`config.mk`:
```
export PLATFORM = sky130hd
export DESIGN_NAME = uart_tx_fifo_param
export DESIGN_NICKNAME = d
export VERILOG_FILES = /design/src/rtl/uart_pkg.sv /design/src/rtl/sync_fifo_param.sv /design/src/rtl/uart_tx_fifo_param.sv
export SDC_FILE = /design/constraint.sdc
export NUM_CORES = 1
export LEC_CHECK = 0
export CAP_MARGIN = 20
export CORE_MARGIN = 2
export CORE_UTILIZATION = 57
export DETAILED_ROUTE_END_ITERATION = 10
export PLACE_DENSITY = 0.85
export SLEW_MARGIN = 10
export SYNTH_ARGS = -nofsm -noshare
export SYNTH_HDL_FRONTEND = slang
export SYNTH_SLANG_ARGS = --single-unit
```
`constraint.sdc`:
```
create_clock -name clk -period 4 [get_ports clk]
set_clock_uncertainty 0.05 [all_clocks]
set_input_delay 0.8 -clock clk [delete_from_list [all_inputs] [get_ports clk]]
set_output_delay 0.8 -clock clk [all_outputs]
set_load 0.01 [all_outputs]
```
`src/rtl/uart_pkg.sv`:
```
// Shared definitions for the parametrised UART transmitter: parity modes, FSM states, bit-period helper.
package uart_pkg;

   localparam int PAR_NONE = 0;
   localparam int PAR_ODD  = 1;
   localparam int PAR_EVEN = 2;

   typedef enum logic [2:0] {
      ST_IDLE   = 3'd0,
      ST_START  = 3'd1,
      ST_DATA   = 3'd2,
      ST_PARITY = 3'd3,
      ST_STOP   = 3'd4
   } uart_state_t;

   // Clock cycles per bit, rounded to nearest.
   function automatic int uart_div(input int clk_freq, input int baud);
      return int'((longint'(clk_freq) + longint'(baud / 2)) / longint'(baud));
   endfunction

endpackage

```
`src/rtl/sync_fifo_param.sv`:
```
// Single-clock FIFO with show-ahead read data; pointers carry an extra MSB to tell full from empty.
module sync_fifo_param #(
   parameter int WIDTH = 8,
   parameter int DEPTH = 16
) (
   input  logic                     clk,
   input  logic                     rst,
   input  logic                     wr_en,
   input  logic [WIDTH-1:0]         wr_data,
   input  logic                     rd_en,
   output logic [WIDTH-1:0]         rd_data,
   output logic                     full,
   output logic                     empty,
   output logic [$clog2(DEPTH):0]   level,
   output logic                     overflow
);

   localparam int AW = $clog2(DEPTH);

   if (DEPTH < 2 || (DEPTH & (DEPTH - 1)) != 0) begin : g_bad_depth
      $error("sync_fifo_param: DEPTH must be a power of two >= 2");
   end

   logic [WIDTH-1:0] mem [DEPTH];
   logic [AW:0]      wr_ptr;
   logic [AW:0]      rd_ptr;
   logic             push;
   logic             pop;

   assign level    = wr_ptr - rd_ptr;
   assign empty    = (wr_ptr == rd_ptr);
   assign full     = (wr_ptr[AW] != rd_ptr[AW]) && (wr_ptr[AW-1:0] == rd_ptr[AW-1:0]);
   assign push     = wr_en && !full;
   assign pop      = rd_en && !empty;
   // Rejected writes flag in the same cycle, regardless of a concurrent pop.
   assign overflow = wr_en && full;
   assign rd_data  = mem[rd_ptr[AW-1:0]];

   always_ff @(posedge clk or negedge rst) begin
      if (!rst) begin
         wr_ptr <= '0;
         rd_ptr <= '0;
      end else begin
         if (push) wr_ptr <= wr_ptr + 1'b1;
         if (pop)  rd_ptr <= rd_ptr + 1'b1;
      end
   end

   always_ff @(posedge clk) begin
      if (push) mem[wr_ptr[AW-1:0]] <= wr_data;
   end

endmodule

```
`src/rtl/uart_tx_fifo_param.sv`:
```
// Buffered UART transmitter: FIFO feeds a start/data/parity/stop framer, frames sent back-to-back.
module uart_tx_fifo_param
   import uart_pkg::*;
#(
   parameter int clk_freq       = 100000000,
   parameter int uart_baud_rate = 115200,
   parameter int DATA_BITS      = 8,
   parameter int PARITY         = 0,
   parameter int STOP_BITS      = 1,
   parameter int FIFO_DEPTH     = 16
) (
   input  logic                          clk,
   input  logic                          rst,
   input  logic                          wr_en,
   input  logic [DATA_BITS-1:0]          wr_data,
   output logic                          full,
   output logic                          empty,
   output logic [$clog2(FIFO_DEPTH):0]   level,
   output logic                          overflow,
   output logic                          busy,
   output logic                          uart_txd
);

   if (DATA_BITS < 5 || DATA_BITS > 9 || STOP_BITS < 1 || STOP_BITS > 2 ||
       PARITY < 0 || PARITY > 2) begin : g_bad_param
      $error("uart_tx_fifo_param: illegal DATA_BITS/PARITY/STOP_BITS");
   end

   localparam int DIV = uart_div(clk_freq, uart_baud_rate);
   localparam int CW  = $clog2(DIV + 1);
   localparam int BCW = $clog2(DATA_BITS + 1);
   localparam logic [CW-1:0]  DIV_LAST  = CW'(DIV - 1);
   localparam logic [BCW-1:0] DATA_LAST = BCW'(DATA_BITS - 1);
   localparam logic [BCW-1:0] STOP_LAST = BCW'(STOP_BITS - 1);

   uart_state_t          state, state_n;
   logic [CW-1:0]        cnt, cnt_n;
   logic [BCW-1:0]       bit_cnt, bit_cnt_n;
   logic [DATA_BITS-1:0] shreg, shreg_n;
   logic                 par_bit, par_n;
   logic                 txd_n;
   logic                 pop;
   logic                 bit_end;
   logic [DATA_BITS-1:0] fifo_head;

   sync_fifo_param #(
      .WIDTH (DATA_BITS),
      .DEPTH (FIFO_DEPTH)
   ) u_fifo (
      .clk      (clk),
      .rst      (rst),
      .wr_en    (wr_en),
      .wr_data  (wr_data),
      .rd_en    (pop),
      .rd_data  (fifo_head),
      .full     (full),
      .empty    (empty),
      .level    (level),
      .overflow (overflow)
   );

   assign busy    = (state != ST_IDLE);
   assign bit_end = (cnt == DIV_LAST);

   always_ff @(posedge clk or negedge rst) begin
      if (!rst) begin
         state    <= ST_IDLE;
         cnt      <= '0;
         bit_cnt  <= '0;
         uart_txd <= 1'b1;
      end else begin
         state    <= state_n;
         cnt      <= cnt_n;
         bit_cnt  <= bit_cnt_n;
         uart_txd <= txd_n;
      end
   end

   always_ff @(posedge clk) begin
      shreg   <= shreg_n;
      par_bit <= par_n;
   end

   always_comb begin
      state_n   = state;
      cnt_n     = bit_end ? '0 : cnt + 1'b1;
      bit_cnt_n = bit_cnt;
      shreg_n   = shreg;
      par_n     = par_bit;
      txd_n     = uart_txd;
      pop       = 1'b0;
      case (state)
         ST_IDLE: begin
            cnt_n = '0;
            txd_n = 1'b1;
            if (!empty) begin
               pop       = 1'b1;
               shreg_n   = fifo_head;
               par_n     = (^fifo_head) ^ (PARITY == PAR_ODD);
               bit_cnt_n = '0;
               state_n   = ST_START;
               txd_n     = 1'b0;
            end
         end
         ST_START: begin
            if (bit_end) begin
               state_n   = ST_DATA;
               bit_cnt_n = '0;
               txd_n     = shreg[0];
            end
         end
         ST_DATA: begin
            if (bit_end) begin
               if (bit_cnt == DATA_LAST) begin
                  bit_cnt_n = '0;
                  if (PARITY != PAR_NONE) begin
                     state_n = ST_PARITY;
                     txd_n   = par_bit;
                  end else begin
                     state_n = ST_STOP;
                     txd_n   = 1'b1;
                  end
               end else begin
                  bit_cnt_n = bit_cnt + 1'b1;
                  shreg_n   = {1'b0, shreg[DATA_BITS-1:1]};
                  txd_n     = shreg[1];
               end
            end
         end
         ST_PARITY: begin
            if (bit_end) begin
               state_n   = ST_STOP;
               bit_cnt_n = '0;
               txd_n     = 1'b1;
            end
         end
         ST_STOP: begin
            if (bit_end) begin
               if (bit_cnt != STOP_LAST) begin
                  bit_cnt_n = bit_cnt + 1'b1;
               end else if (!empty) begin
                  // Chain straight into the next start bit with no idle gap.
                  pop       = 1'b1;
                  shreg_n   = fifo_head;
                  par_n     = (^fifo_head) ^ (PARITY == PAR_ODD);
                  bit_cnt_n = '0;
                  state_n   = ST_START;
                  txd_n     = 1'b0;
               end else begin
                  state_n = ST_IDLE;
                  txd_n   = 1'b1;
               end
            end
         end
         default: begin
            state_n = ST_IDLE;
            txd_n   = 1'b1;
         end
      endcase
   end

endmodule

```
---- After elaboration in Yosys (flattened, before gate mapping) ----
Memory sizes are Yosys's and may differ from the RTL's.
Cells that the tools add are included.
cells by class
  add/sub/neg operators ................... 5
  mux-type cells .......................... 38
  reduce and logical (&&, ||, !) cells .... 16
  equal/unequal tests ..................... 18
operators by type and width
  cell                     count
  $mux W8                  5
  $mux W4                  6
  $pmux W8 S3              1
  $mux W3                  7
  $mux W10                 2
  $ne A2 B2 Y1 const B     8
  $pmux W4 S4              1
  $pmux W3 S5              1
  $mux W1                  13
  $add A10 B1 Y10 const B  1
  $add A5 B1 Y5 const B    2
  $eq A10 B10 Y1 const B   1
  $reduce_and A5 Y1        2
  $reduce_bool A4 Y1       2
  $reduce_and A7 Y1        1
  $eq A3 B2 Y1 const B     2
  $reduce_bool A3 Y1       2
  $eq A5 B5 Y1             1
  $pmux W1 S5              1
  $sub A5 B5 Y5            1
  $add A4 B1 Y4 const B    1
  $eq A4 B3 Y1 const B     1
  $eq A4 B4 Y1             1
  $logic_and A1 B1 Y1      4
  9 further kinds          10
word-level totals
  memories ................................ 1
  RAM bits ................................ 128
  word-level logic and storage cells ...... 85
  output and inout port bits .............. 10
  flip-flop bits (word level) ............. 36
  input port bits ......................... 11
memories
  name        words  width  rd ports  clocked after Yosys merged registers in  wr ports  RTL line               RTL
  u_fifo.mem  16     8      1         0                                        1         sync_fifo_param.sv:24  logic [WIDTH-1:0] mem [DEPTH];

---- Depth between registers and ports, before layout ----
Gate-level depths: netlist (run 1).
  depth in word-level cells ............... 6
  mapped depth ............................ 10
  mapped depth without buffers ............ 7

---- Hierarchy ----
A second synthesis (run 1) with hierarchy kept.
unflattened totals
  cell total of the unflattened synthesis .. 462
  area, all modules ....................... 7378.3 µm²
by module, submodules not included
  module              instances  cells each  sequential area each (µm²)  area an instance (µm²)
  sync_fifo_param     1          299         4093.9                      5783.0
  uart_tx_fifo_param  1          163         691.9                       1595.3

---- Worst setup path before layout (run 1) ----
No wires, ideal clock.
  path kind ............................... reg-to-reg
  from .................................... reg u_fifo.rd_ptr[1]
  to ...................................... mem u_fifo.mem[3][0] (enable)
  data required time ...................... 3567 ps
  path buffers ............................ 3
  data arrival time ....................... 2704 ps
  clock period less this slack ............ 3138 ps
  library setup time ...................... 383 ps
  path slack .............................. 862 ps
  cell stages (with the launch flop) ...... 11
  cells stage by stage .................... dfrtp_1 > clkbuf_1 > clkinv_1 > clkbuf_1 > ha_1 > nand4_1 > nor2b_1 > nor2b_1 > clkbuf_1 > nand2_1 > nor3_1
between the ends
  word-level cells in the longest chain between the ends .. 6
ends and longest elaborated chain
  what                           RTL line                  RTL
  from (decl)                    sync_fifo_param.sv:26     logic [AW:0] rd_ptr;
  from (signal assigned)         sync_fifo_param.sv:45     if (pop) rd_ptr <= rd_ptr + 1'b1;
  $eq A4 B4 Y1                   sync_fifo_param.sv:32     assign full = (wr_ptr[AW] != rd_ptr[AW]) && (wr_ptr[AW-1:0] == rd_ptr[AW-1:0]);
  $logic_and A1 B1 Y1            sync_fifo_param.sv:32
  via full                       uart_tx_fifo_param.sv:16  output logic full,
  $logic_not A1 Y1               sync_fifo_param.sv:33     assign push = wr_en && !full;
  $logic_and A1 B1 Y1            sync_fifo_param.sv:33
  $mux W1                        sync_fifo_param.sv:50     if (push) mem[wr_ptr[AW-1:0]] <= wr_data;
  $mux W1 (not written as such)  sync_fifo_param.sv:50
  to (decl)                      sync_fifo_param.sv:24
The timed path passes the listed nets, and every way through them passes these cells.

---- Worst setup path after layout (run 1) ----
  from .................................... reg u_fifo.rd_ptr[1]
  to ...................................... out empty
between the ends
  word-level cells in the longest chain between the ends .. 1
ends and longest elaborated chain
  what          RTL line                  RTL
  $eq A5 B5 Y1  sync_fifo_param.sv:31     assign empty = (wr_ptr == rd_ptr);
  to (decl)     uart_tx_fifo_param.sv:17  output logic empty,
No other way between the ends.

==> results of run 1 <==
[placed cells by master, fill, tap and decap left out, types with 2 or more instances in the layout]
cell,count
ha_1,12
nand2_1,60
xnor2_1,13
clkdlybuf4s50_1,20
clkinv_1,4
and3_1,3
dfrtp_1,26
xor2_1,8
nand4_1,8
or3b_2,3
nand2b_1,3
inv_8,2
a21o_1,4
nor3_1,5
inv_1,15
nor2b_1,2
buf_4,8
mux4_2,33
nor3b_1,2
bufinv_16,3
clkbuf_16,17
nand3b_1,3
or2_2,2
and2_1,2
a21oi_1,22
clkinvlp_4,2
and3b_1,2
inv_6,2
o21ai_0,19
nand3_1,4
clkinv_4,2
edfxtp_1,136
nor2_1,26
nand4b_1,2
[sequential cells by signal (all words and copies together) (netlist names)]
name           cells
u_fifo.mem       128
cnt               10
shreg              8
u_fifo.rd_ptr      5
u_fifo.wr_ptr      5
bit_cnt            4
state              3
uart_txd           1
[per-layer routing]
layer  share of wire [%]  track usage (%)
met4                 2.0             7.79
met1                  39             30.0
met5                   0                0
met2                  51             36.7
met3                 8.4             6.80
[kinds of logic after synthesis]
kind of cell | after synthesis
XOR/XNOR | 21
AO/OA/AOI/OAI | 54
buffers and inverters | 35
flip-flops | 164
AND/OR/NAND/NOR | 132
adder cells (fa/ha/maj) | 14
multiplexers | 33
[worst paths after layout]
check                                        startpoint                      endpoint
max in group asynchronous                           rst          uart_txd$_DFFE_PN1P_
setup reg to reg           u_fifo.rd_ptr[1]$_DFFE_PN0P_    u_fifo.mem[6][2]$_DFFE_PP_
setup / recovery           u_fifo.rd_ptr[1]$_DFFE_PN0P_                         empty
hold reg to reg                        cnt[0]$_DFF_PN0_              cnt[0]$_DFF_PN0_
hold / removal                         cnt[0]$_DFF_PN0_              cnt[0]$_DFF_PN0_
min in group asynchronous                           rst  u_fifo.rd_ptr[3]$_DFFE_PN0P_
[final cells by class]
class                           instances  area (um^2)
Tap cell                              147          184
Timing Repair Buffer                   28          260
Sequential cell                       164         4790
Fill cell                             812         4060
Clock inverter                         15          179
Inverter                               16         60.1
Clock buffer                           17          425
Multi-Input combinational cell        254         2060
[report_power, final]
part | leakage [nW] | internal [mW] | switching, mW | total, mW
Clock | 0.290 | 0.987 | 0.667 | 1.65
Combinational | 0.906 | 0.802 | 0.906 | 1.71
Sequential | 1.59 | 2.11 | 0.172 | 2.28
Total | 2.78 | 3.90 | 1.75 | 5.65
[worst max-delay path, stage by stage (launching register included)]
cell             delay, ns
dfrtp_1               0.73
clkinv_1              0.21
ha_1                  0.35
nand4_1               0.15
or2_2                 0.34
inv_1                 0.11
clkdlybuf4s50_1       0.54
==> results.tsv, run 1 <==
stage	metric	value	unit
outcome	outcome	finished clean	
sta	setup_viol	0	
worst_setup_path	critical_path_class	reg2out	
clocking	clockBufferDepth	2	
clocking	cts_tree	done	
clocking	cts_max_level	4	
finish	nets	505	
yosys	postSynthAreaPerCell	15.4	um^2
global_route	antenna_found_initial	0	
hold_path	min_path_cells	1	
yosys	synth_warnings	0	
place	gp_congestion	0.857	
die	die_height	115	um
die	std_cell_rows	40	
yosys	synth_nets	477	
yosys	yosys.area_share.simple	9.16	%
sta	slew_headroom	34.1	%
global_route	grt_overflow	0	
yosys	synth_seq_area_share	68.4	%
sta	hold_viol_final	0	
global_route	grt_max_degree	36	
sta	fin_ws	0.294	ns
power	peakVddDrop	651	uV
clocking	cts-root-buf	clkbuf_16	
route	routed_wl	13.8	mm
worst_setup_path	startpoint_type	flop	
sta	fmax	270	MHz
clocking	post_cts_resize_count	0	
yosys	synth-xor-area-share	2.63	%
sta	final_max_slew_viol_count	0	
global_route	grt_use_total	22.7	%
die	start_util	58.2	%
yosys	ys.flop_type	edfxtp_1	
clocking	holdBufCountCts	0	
worst_setup_path	arrival	2.86	ns
power	power_leakage	2.78	nW
worst_setup_path	endpoint_kind	output port	
route	wl_per_cell	21.6	um
worst_setup_path	r2r_setup_slack	0.56	ns
die	num_io_pins	21	
clocking	clock_latency	0.42	ns
clocking	cts_buffers	17	
yosys	yosysTopAreaCellShare	58.4	%
finish	fin_util	66.2	%
yosys	synth-seq-cells	164	
finish	design_area	0.00795	mm^2
worst_setup_path	reg2regPathDepth	7	
clocking	clkTransAtPathRegs	0.07	ns
sta	finalCritPeriodShare	92.7	%
place	place_area	0.00735	mm^2
place	preCtsSetupSlack	0.670	ns
sta	min_period	3.71	ns
yosys	synth_mux_area_share	10.6	%
hold_path	hp-class	reg2reg	
yosys	synth_cells	453	
global_route	grt_pass1_wl	21.7	mm
yosys	synthTopCellsByArea	edfxtp_1 (58%), mux4_2 (11%), dfrtp_1 (9.7%), nand2_1 (3.2%), ha_1 (2.1%)	
sta	max_slew.worst_pin.slew	0.979	ns
die	design.die.area	0.0132	mm^2
yosys	synthMostInstantiatedCell	edfxtp_1	
place	port_buffers	20	
route	vias	3924	
yosys	synth_top_family_by_area	multiplexers	
yosys	synth_fa_ha_area_share	2.58	%
finish	drive_gt1_share	16.4	%
yosys	synth_top_area_cell	edfxtp_1	
worst_setup_path	critical_path_peak_fanout	18	
power	p_total	5.65	mW
finish	synthToLayoutAreaGrowth	13.7	%
clocking	cts_sinks	164	
finish	antenna_cells	0	
sta	rsz0062_at_grt	no	
route	drtIter0Drc	403	
route	ant_nets	0	
yosys	synth-edff-count	136	
worst_setup_path	required	3.15	ns
yosys	syn_area	0.00699	mm^2
place	place_inst	609	
yosys	synth_common_cells	edfxtp_1 (136), nand2_1 (60), mux4_2 (33)	
sta	fin_tns_setup	0	ns
yosys	synth_compound_area_share	4.40	%
clocking	postCtsSetupBuffers	0	
sta	fin_hold_ws	0.446	ns
route	drc	0	
global_route	grt_pass1_vias	3919	
route	via_per_inst	6.12	
yosys	async_reset_ff_share	17.1	%
finish	finalNonFillerCells	641	
die	core_area	0.0120	mm^2
die	dieWidth	115	um
yosys	ys_types	46	
place	place_hpwl	9.13	mm
run	drv_cap	0	
route	drtPass1Iterations	5	
power	p_per_area	710	mW/mm^2
(Power assumes the default switching activity.)
==> run 2, diff against run 1 <==
--- a/config.mk
+++ b/config.mk
@@ -8,7 +8,9 @@
 export CAP_MARGIN = 20
 export CORE_MARGIN = 2
 export CORE_UTILIZATION = 57
+export CTS_CLUSTER_DIAMETER = 200
 export DETAILED_ROUTE_END_ITERATION = 10
+export GPL_TIMING_DRIVEN = 0
 export PLACE_DENSITY = 0.85
 export SLEW_MARGIN = 10
 export SYNTH_ARGS = -nofsm -noshare
==> results.tsv, run 2 (same netlist as run 1, synthesis figures left out) <==
stage	metric	value	unit	change
outcome	outcome	finished clean		
finish	largest_reg_flops	128		unchanged
die	core_area	0.0120	mm^2	unchanged
sta	hold_viol_final	0		unchanged
power	p_per_area	716	mW/mm^2	+0.75%
die	num_io_pins	21		unchanged
hold_path	min_to	u_fifo.rd_ptr[4]$_DFFE_PN0P_		
worst_setup_path	cp_slowest_cell	clkdlybuf4s50_1		
sta	final_max_slew_viol_count	0		unchanged
worst_setup_path	required	3.15	ns	about the same
clocking	postCtsSetupBuffers	0		unchanged
sta	slew_headroom	33.1	%	-1.0 points
place	place_hpwl	9.37	mm	+2.6%
finish	synthToLayoutAreaGrowth	15.0	%	
clocking	cts_tree	done		
worst_setup_path	endpoint_kind	output port		
place	gp_congestion	0.837		-2.4%
route	routed_wl	14.2	mm	+3.0%
global_route	grt_max_degree	17		-53%
die	dieWidth	115	um	unchanged
place	port_buffers	20		unchanged
worst_setup_path	arrival	2.99	ns	+0.13 ns
worst_setup_path	reg2regPathDepth	11		+4
global_route	grt_use_total	24.2	%	+1.4 points
finish	most-common-layout-cells	edfxtp_1 (136), nand2_1 (60), mux4_2 (33), nor2_1 (26), dfrtp_1 (26)		
clocking	clkTransAtPathRegs	0.06	ns	about the same
clocking	cts_max_level	4		unchanged
sta	fin_hold_ws	0.441	ns	-0.00499 ns
die	std_cell_rows	40		unchanged
worst_setup_path	r2r-end	u_fifo.mem[3][4]$_DFFE_PP_		
route	ant_nets	0		unchanged
clocking	clockBufferDepth	2		unchanged
worst_setup_path	r2r_setup_slack	0.44	ns	-0.12 ns
worst_setup_path	r2r_start	u_fifo.rd_ptr[2]$_DFFE_PN0P_		
finish	drive_gt1_share	17.4	%	+0.99 points
die	design.die.area	0.0132	mm^2	unchanged
route	via_per_inst	6.09		-0.46%
clocking	cts_buffers	17		unchanged
clocking	cts_sinks	164		unchanged
global_route	grt_overflow	0		unchanged
route	drtPass1Iterations	5		unchanged
finish	mostFrequentLayoutCell	edfxtp_1		
worst_setup_path	crit_buf_inv	5		+2
global_route	antenna_found_initial	0		unchanged
hold_path	min_path_cells	1		unchanged
worst_setup_path	critPathMaxStageDelay	0.55	ns	-0.18 ns
power	peakVddDrop	702	uV	+7.9%
die	die_height	115	um	unchanged
worst_setup_path	critical_path_peak_fanout	10		-8
sta	max_slew.worst_pin.slew	0.994	ns	+0.0152 ns
route	vias	3979		+1.4%
worst_setup_path	cpLargestDelayFamily	buffers and inverters		
power	power_leakage	2.83	nW	+1.9%
hold_path	hp-start	u_fifo.rd_ptr[4]$_DFFE_PN0P_		
worst_setup_path	cp_cell_sequence	buf_2, buf_2, inv_1, ha_1, nand4_1, or2_2, inv_1, clkdlybuf4s50_1		
sta	fmax	260	MHz	-3.5%
finish	fin_util	66.9	%	+0.74 points
sta	min_period	3.84	ns	+0.133 ns
run	drv_cap	0		unchanged
die	start_util	58.2	%	unchanged
sta	finalCritPeriodShare	96.0	%	+3.3 points
finish	antenna_cells	0		unchanged
global_route	grt_pass1_vias	4135		+5.5%
clocking	cts-root-buf	clkbuf_16		
hold_path	hp-class	reg2reg		
finish	nets	518		+2.6%
route	drc	0		unchanged
sta	setup_viol	0		unchanged
worst_setup_path	startpoint_type	flop		
route	drtIter0Drc	352		-13%
route	wl_per_cell	21.8	um	+1.1%
worst_setup_path	critical_path_class	reg2out		
clocking	clock_latency	0.43	ns	about the same
global_route	grt_pass1_wl	22.9	mm	+5.8%
sta	rsz0062_at_grt	no		
run 2: cell count changes in the layout (fill, tap and decap cells not counted), sizes merged:
cell      before  now
clkinv         7    5
bufinv         3    4
clkbuf        17   26
clkinvlp       2    1
buf            8   13
run 2: layout make-up:
type,instances,area [um^2]
Sequential cell,164,4790
Inverter,16,61.3
Tap cell,147,184
Clock inverter,13,198
Fill cell,812,3970
Timing Repair Buffer,25,245
Buffer,16,80.1
Multi-Input combinational cell,254,2060
Clock buffer,18,429
run 2: report_power, final:
part	leakage (nW)	switching [mW]	internal, mW	total (mW)
combinational	0.942	0.966	0.826	1.79
sequential	1.59	0.122	2.11	2.24
clock	0.306	0.671	1.05	1.73
total	2.83	1.76	3.99	5.75
run 2: how the worst max path moves through the flow:
| stage | from | to | slack [ns] | cells past startpoint |
|---|---|---|---|---|
| 2_1_floorplan | u_fifo.rd_ptr[1]$_DFFE_PN0P_ | u_fifo.mem[3][0]$_DFFE_PP_ | 0.86 | 10 |
| 3_3_place_gp | u_fifo.rd_ptr[1]$_DFFE_PN0P_ | u_fifo.mem[2][5]$_DFFE_PP_ | -0.07 | 10 |
| 3_5_place_dp | u_fifo.rd_ptr[1]$_DFFE_PN0P_ | u_fifo.mem[0][4]$_DFFE_PP_ | 0.12 | 11 |
| 4_1_cts | u_fifo.rd_ptr[1]$_DFFE_PN0P_ | empty | 0.12 | 7 |
| 5_1_grt | u_fifo.rd_ptr[2]$_DFFE_PN0P_ | empty | 0.002 | 8 |
| 6_report | u_fifo.rd_ptr[2]$_DFFE_PN0P_ | empty | 0.16 | 8 |
run 2: metrics by stage:
stage	TNS (ns)	area [um^2]	setup WS, ns	power, mW	instances
finish	0	8040	0.161	5.75	653
global placement	-1.75	7380	-0.0689	3.96	620
floorplan	0	6990	0.862	3.43	453
global route	0	8040	0.00187	6.05	653
detailed placement	0	7420	0.121	4.05	625
CTS	0	8050	0.115	5.79	655
run 2: repair_timing:
action | in CTS | in global routing
setup endpoints to repair | 4 | 1
cloned | 0 | 0
gates resized for setup | 2 | 0
hold buffers | 0 | 0
run 2: worst reg2reg max path, delay by kind of cell (launching register included):
family	cells	cell delay, ns
buffers and inverters	5	1.28
AND/OR/NAND/NOR	5	1.26
adder cells (fa/ha/maj)	1	0.36
flip-flops	1	0.31
run 2: per-layer routing:
metal	wire length [um]	track usage (%)
met4	284	8.51
met3	859	6.27
met1	5940	31.6
met2	7160	40.0
met5	0	0
==> run 3, diff against run 2 <==
--- a/config.mk
+++ b/config.mk
@@ -7,11 +7,11 @@
 export LEC_CHECK = 0
 export CAP_MARGIN = 20
 export CORE_MARGIN = 2
-export CORE_UTILIZATION = 57
+export CORE_UTILIZATION = 30
 export CTS_CLUSTER_DIAMETER = 200
 export DETAILED_ROUTE_END_ITERATION = 10
 export GPL_TIMING_DRIVEN = 0
-export PLACE_DENSITY = 0.85
+export PLACE_DENSITY = 0.55
 export SLEW_MARGIN = 10
 export SYNTH_ARGS = -nofsm -noshare
 export SYNTH_HDL_FRONTEND = slang
==> results.tsv, run 3 (same netlist as run 1, synthesis figures left out) <==
stage	metric	value	unit	change
die	core_area	0.0228	mm^2	+90%
run	drv_cap	0		unchanged
worst_setup_path	required	3.15	ns	about the same
clocking	clock_latency	0.42	ns	about the same
global_route	grt_max_degree	29		+12
finish	drive_gt1_share	16.6	%	-0.76 points
route	via_per_inst	4.62		-24%
finish	fill_cells	2167		+170%
die	num_io_pins	21		unchanged
finish	synthToLayoutAreaGrowth	17.1	%	
finish	nets	516		-0.39%
place	place_inst	789		+26%
clocking	postCtsSetupBuffers	0		unchanged
place	place_area	0.00761	mm^2	+2.5%
clocking	post_cts_resize_count	2		unchanged
power	power_leakage	2.80	nW	-1.1%
worst_setup_path	critical_path_peak_fanout	10		unchanged
sta	rsz0062_at_grt	no		
global_route	grt_pass1_wl	22.2	mm	-3.3%
global_route	grt_overflow	0		unchanged
clocking	cts_max_level	4		unchanged
sta	fin_tns_setup	0	ns	unchanged
clocking	cts-root-buf	clkbuf_16		
place	gp_congestion	0.779		-6.8%
route	drtPass1Iterations	5		unchanged
place	place_hpwl	9.77	mm	+4.3%
sta	fmax	265	MHz	+1.7%
clocking	clockBufferDepth	2		unchanged
die	die_height	157	um	+37%
finish	multi_input_area	0.00206	mm^2	+0.24%
worst_setup_path	startpoint_type	flop		
clocking	cts_sinks	164		unchanged
finish	antenna_cells	0		unchanged
finish	most-common-layout-cells	edfxtp_1 (136), nand2_1 (60), mux4_2 (33), nor2_1 (26), dfrtp_1 (26)		
route	wl_per_cell	17.4	um	-20%
die	dieWidth	157	um	+37%
finish	finalNonFillerCells	818		+25%
place	port_buffers	20		unchanged
finish	ff_latch_area	0.00479	mm^2	unchanged
global_route	antenna_found_initial	0		unchanged
route	ant_nets	0		unchanged
sta	setup_viol	0		unchanged
global_route	grt_pass1_vias	3845		-7.0%
die	std_cell_rows	55		+38%
sta	final_max_slew_viol_count	0		unchanged
finish	largest_reg_flops	128		unchanged
route	vias	3781		-5.0%
route	routed_wl	14.2	mm	-0.34%
power	p_total	5.66	mW	-1.5%
clocking	cts_buffers	17		unchanged
clocking	clkTransAtPathRegs	0.06	ns	about the same
worst_setup_path	critical_path_class	reg2out		
finish	mostFrequentLayoutCell	edfxtp_1		
finish	design_area	0.00819	mm^2	+1.9%
outcome	outcome	finished clean		
global_route	grt_use_total	12.3	%	-12 points
route	drtIter0Drc	267		-24%
worst_setup_path	endpoint_kind	output port		
sta	min_period	3.77	ns	-0.0646 ns
power	p_per_area	691	mW/mm^2	-3.4%
die	design.die.area	0.0245	mm^2	+86%
die	start_util	30.7	%	-28 points
sta	max_slew.worst_pin.slew	0.986	ns	-0.00813 ns
sta	slew_headroom	33.7	%	+0.55 points
clocking	cts_tree	done		
power	peakVddDrop	330	uV	-53%
worst_setup_path	arrival	2.92	ns	-0.07 ns
sta	hold_viol_final	0		unchanged
route	drc	0		unchanged
clocking	holdBufCountCts	0		unchanged
hold_path	hp-class	in2async		
sta	finalCritPeriodShare	94.4	%	-1.6 points
==> run 3: changes by cell type in the layout (fill, tap and decap cells not counted), sizes merged <==
cell and delta:
buf -2, bufinv -1, clkbuf +5, clkdlybuf4s50 -1, clkinvlp -1, inv -1
==> run 3: through the flow <==
step | hold WS (ns) | utilization [%] | setup WS (ns)
after floorplan | 0.405 | - | 0.862
after global placement | 0.425 | 33.3 | -0.352
after detailed placement | 0.437 | 33.4 | -0.0930
after CTS | 0.376 | 36.0 | 0.0425
after global routing | 0.403 | 36.0 | 0.0276
final | 0.363 | 36.0 | 0.226
==> run 3: final timing paths <==
| kind | startpoint | end | depth (start not counted) | slack, ns |
|---|---|---|---|---|
| worst max-delay path | u_fifo.rd_ptr[2]$_DFFE_PN0P_ | empty | 8 | 0.23 |
| worst min-delay path | rst | cnt[4]$_DFF_PN0_ | 1 | 0.36 |
| worst max register to register | u_fifo.rd_ptr[2]$_DFFE_PN0P_ | u_fifo.mem[0][0]$_DFFE_PP_ | 11 | 0.47 |
| worst min register to register | u_fifo.wr_ptr[4]$_DFFE_PN0P_ | u_fifo.wr_ptr[4]$_DFFE_PN0P_ | 1 | 0.44 |
| max in group asynchronous | rst | u_fifo.rd_ptr[1]$_DFFE_PN0P_ | 1 | 3.06 |
| min in group clk | u_fifo.wr_ptr[4]$_DFFE_PN0P_ | u_fifo.wr_ptr[4]$_DFFE_PN0P_ | 1 | 0.44 |
==> run 3: routing by layer <==
metal,global-route usage (%),wire length [um],vias to the layer above
met3,2.82,562,7
met2,19.1,6760,66
met1,17.4,6770,1923
li1,-,-,1785
met5,0,0,-
met4,3.67,111,0
==> run 3: power by group <==
group          switching, mW  total, mW  internal (mW)
Sequential             0.116       2.23           2.11
Clock                  0.651       1.64          0.990
Combinational          0.971       1.79          0.824
==> run 3: layout make-up <==
type	instances	share of cell area, %
plain buffers	16	1.01
inverters	16	0.748
well taps	313	4.78
multi-input cells	254	25.2
flip-flops and latches	164	58.4
repair buffers	23	2.66
clock buffers	22	5.42
clock inverters	10	1.79
==> run 3: worst max-delay path, stage by stage (launching register included) <==
cell	delay, ns
dfrtp_1	0.32
buf_2	0.25
clkbuf_4	0.30
inv_1	0.07
ha_1	0.34
nand4_1	0.18
or2_2	0.37
inv_1	0.13
clkdlybuf4s50_1	0.55
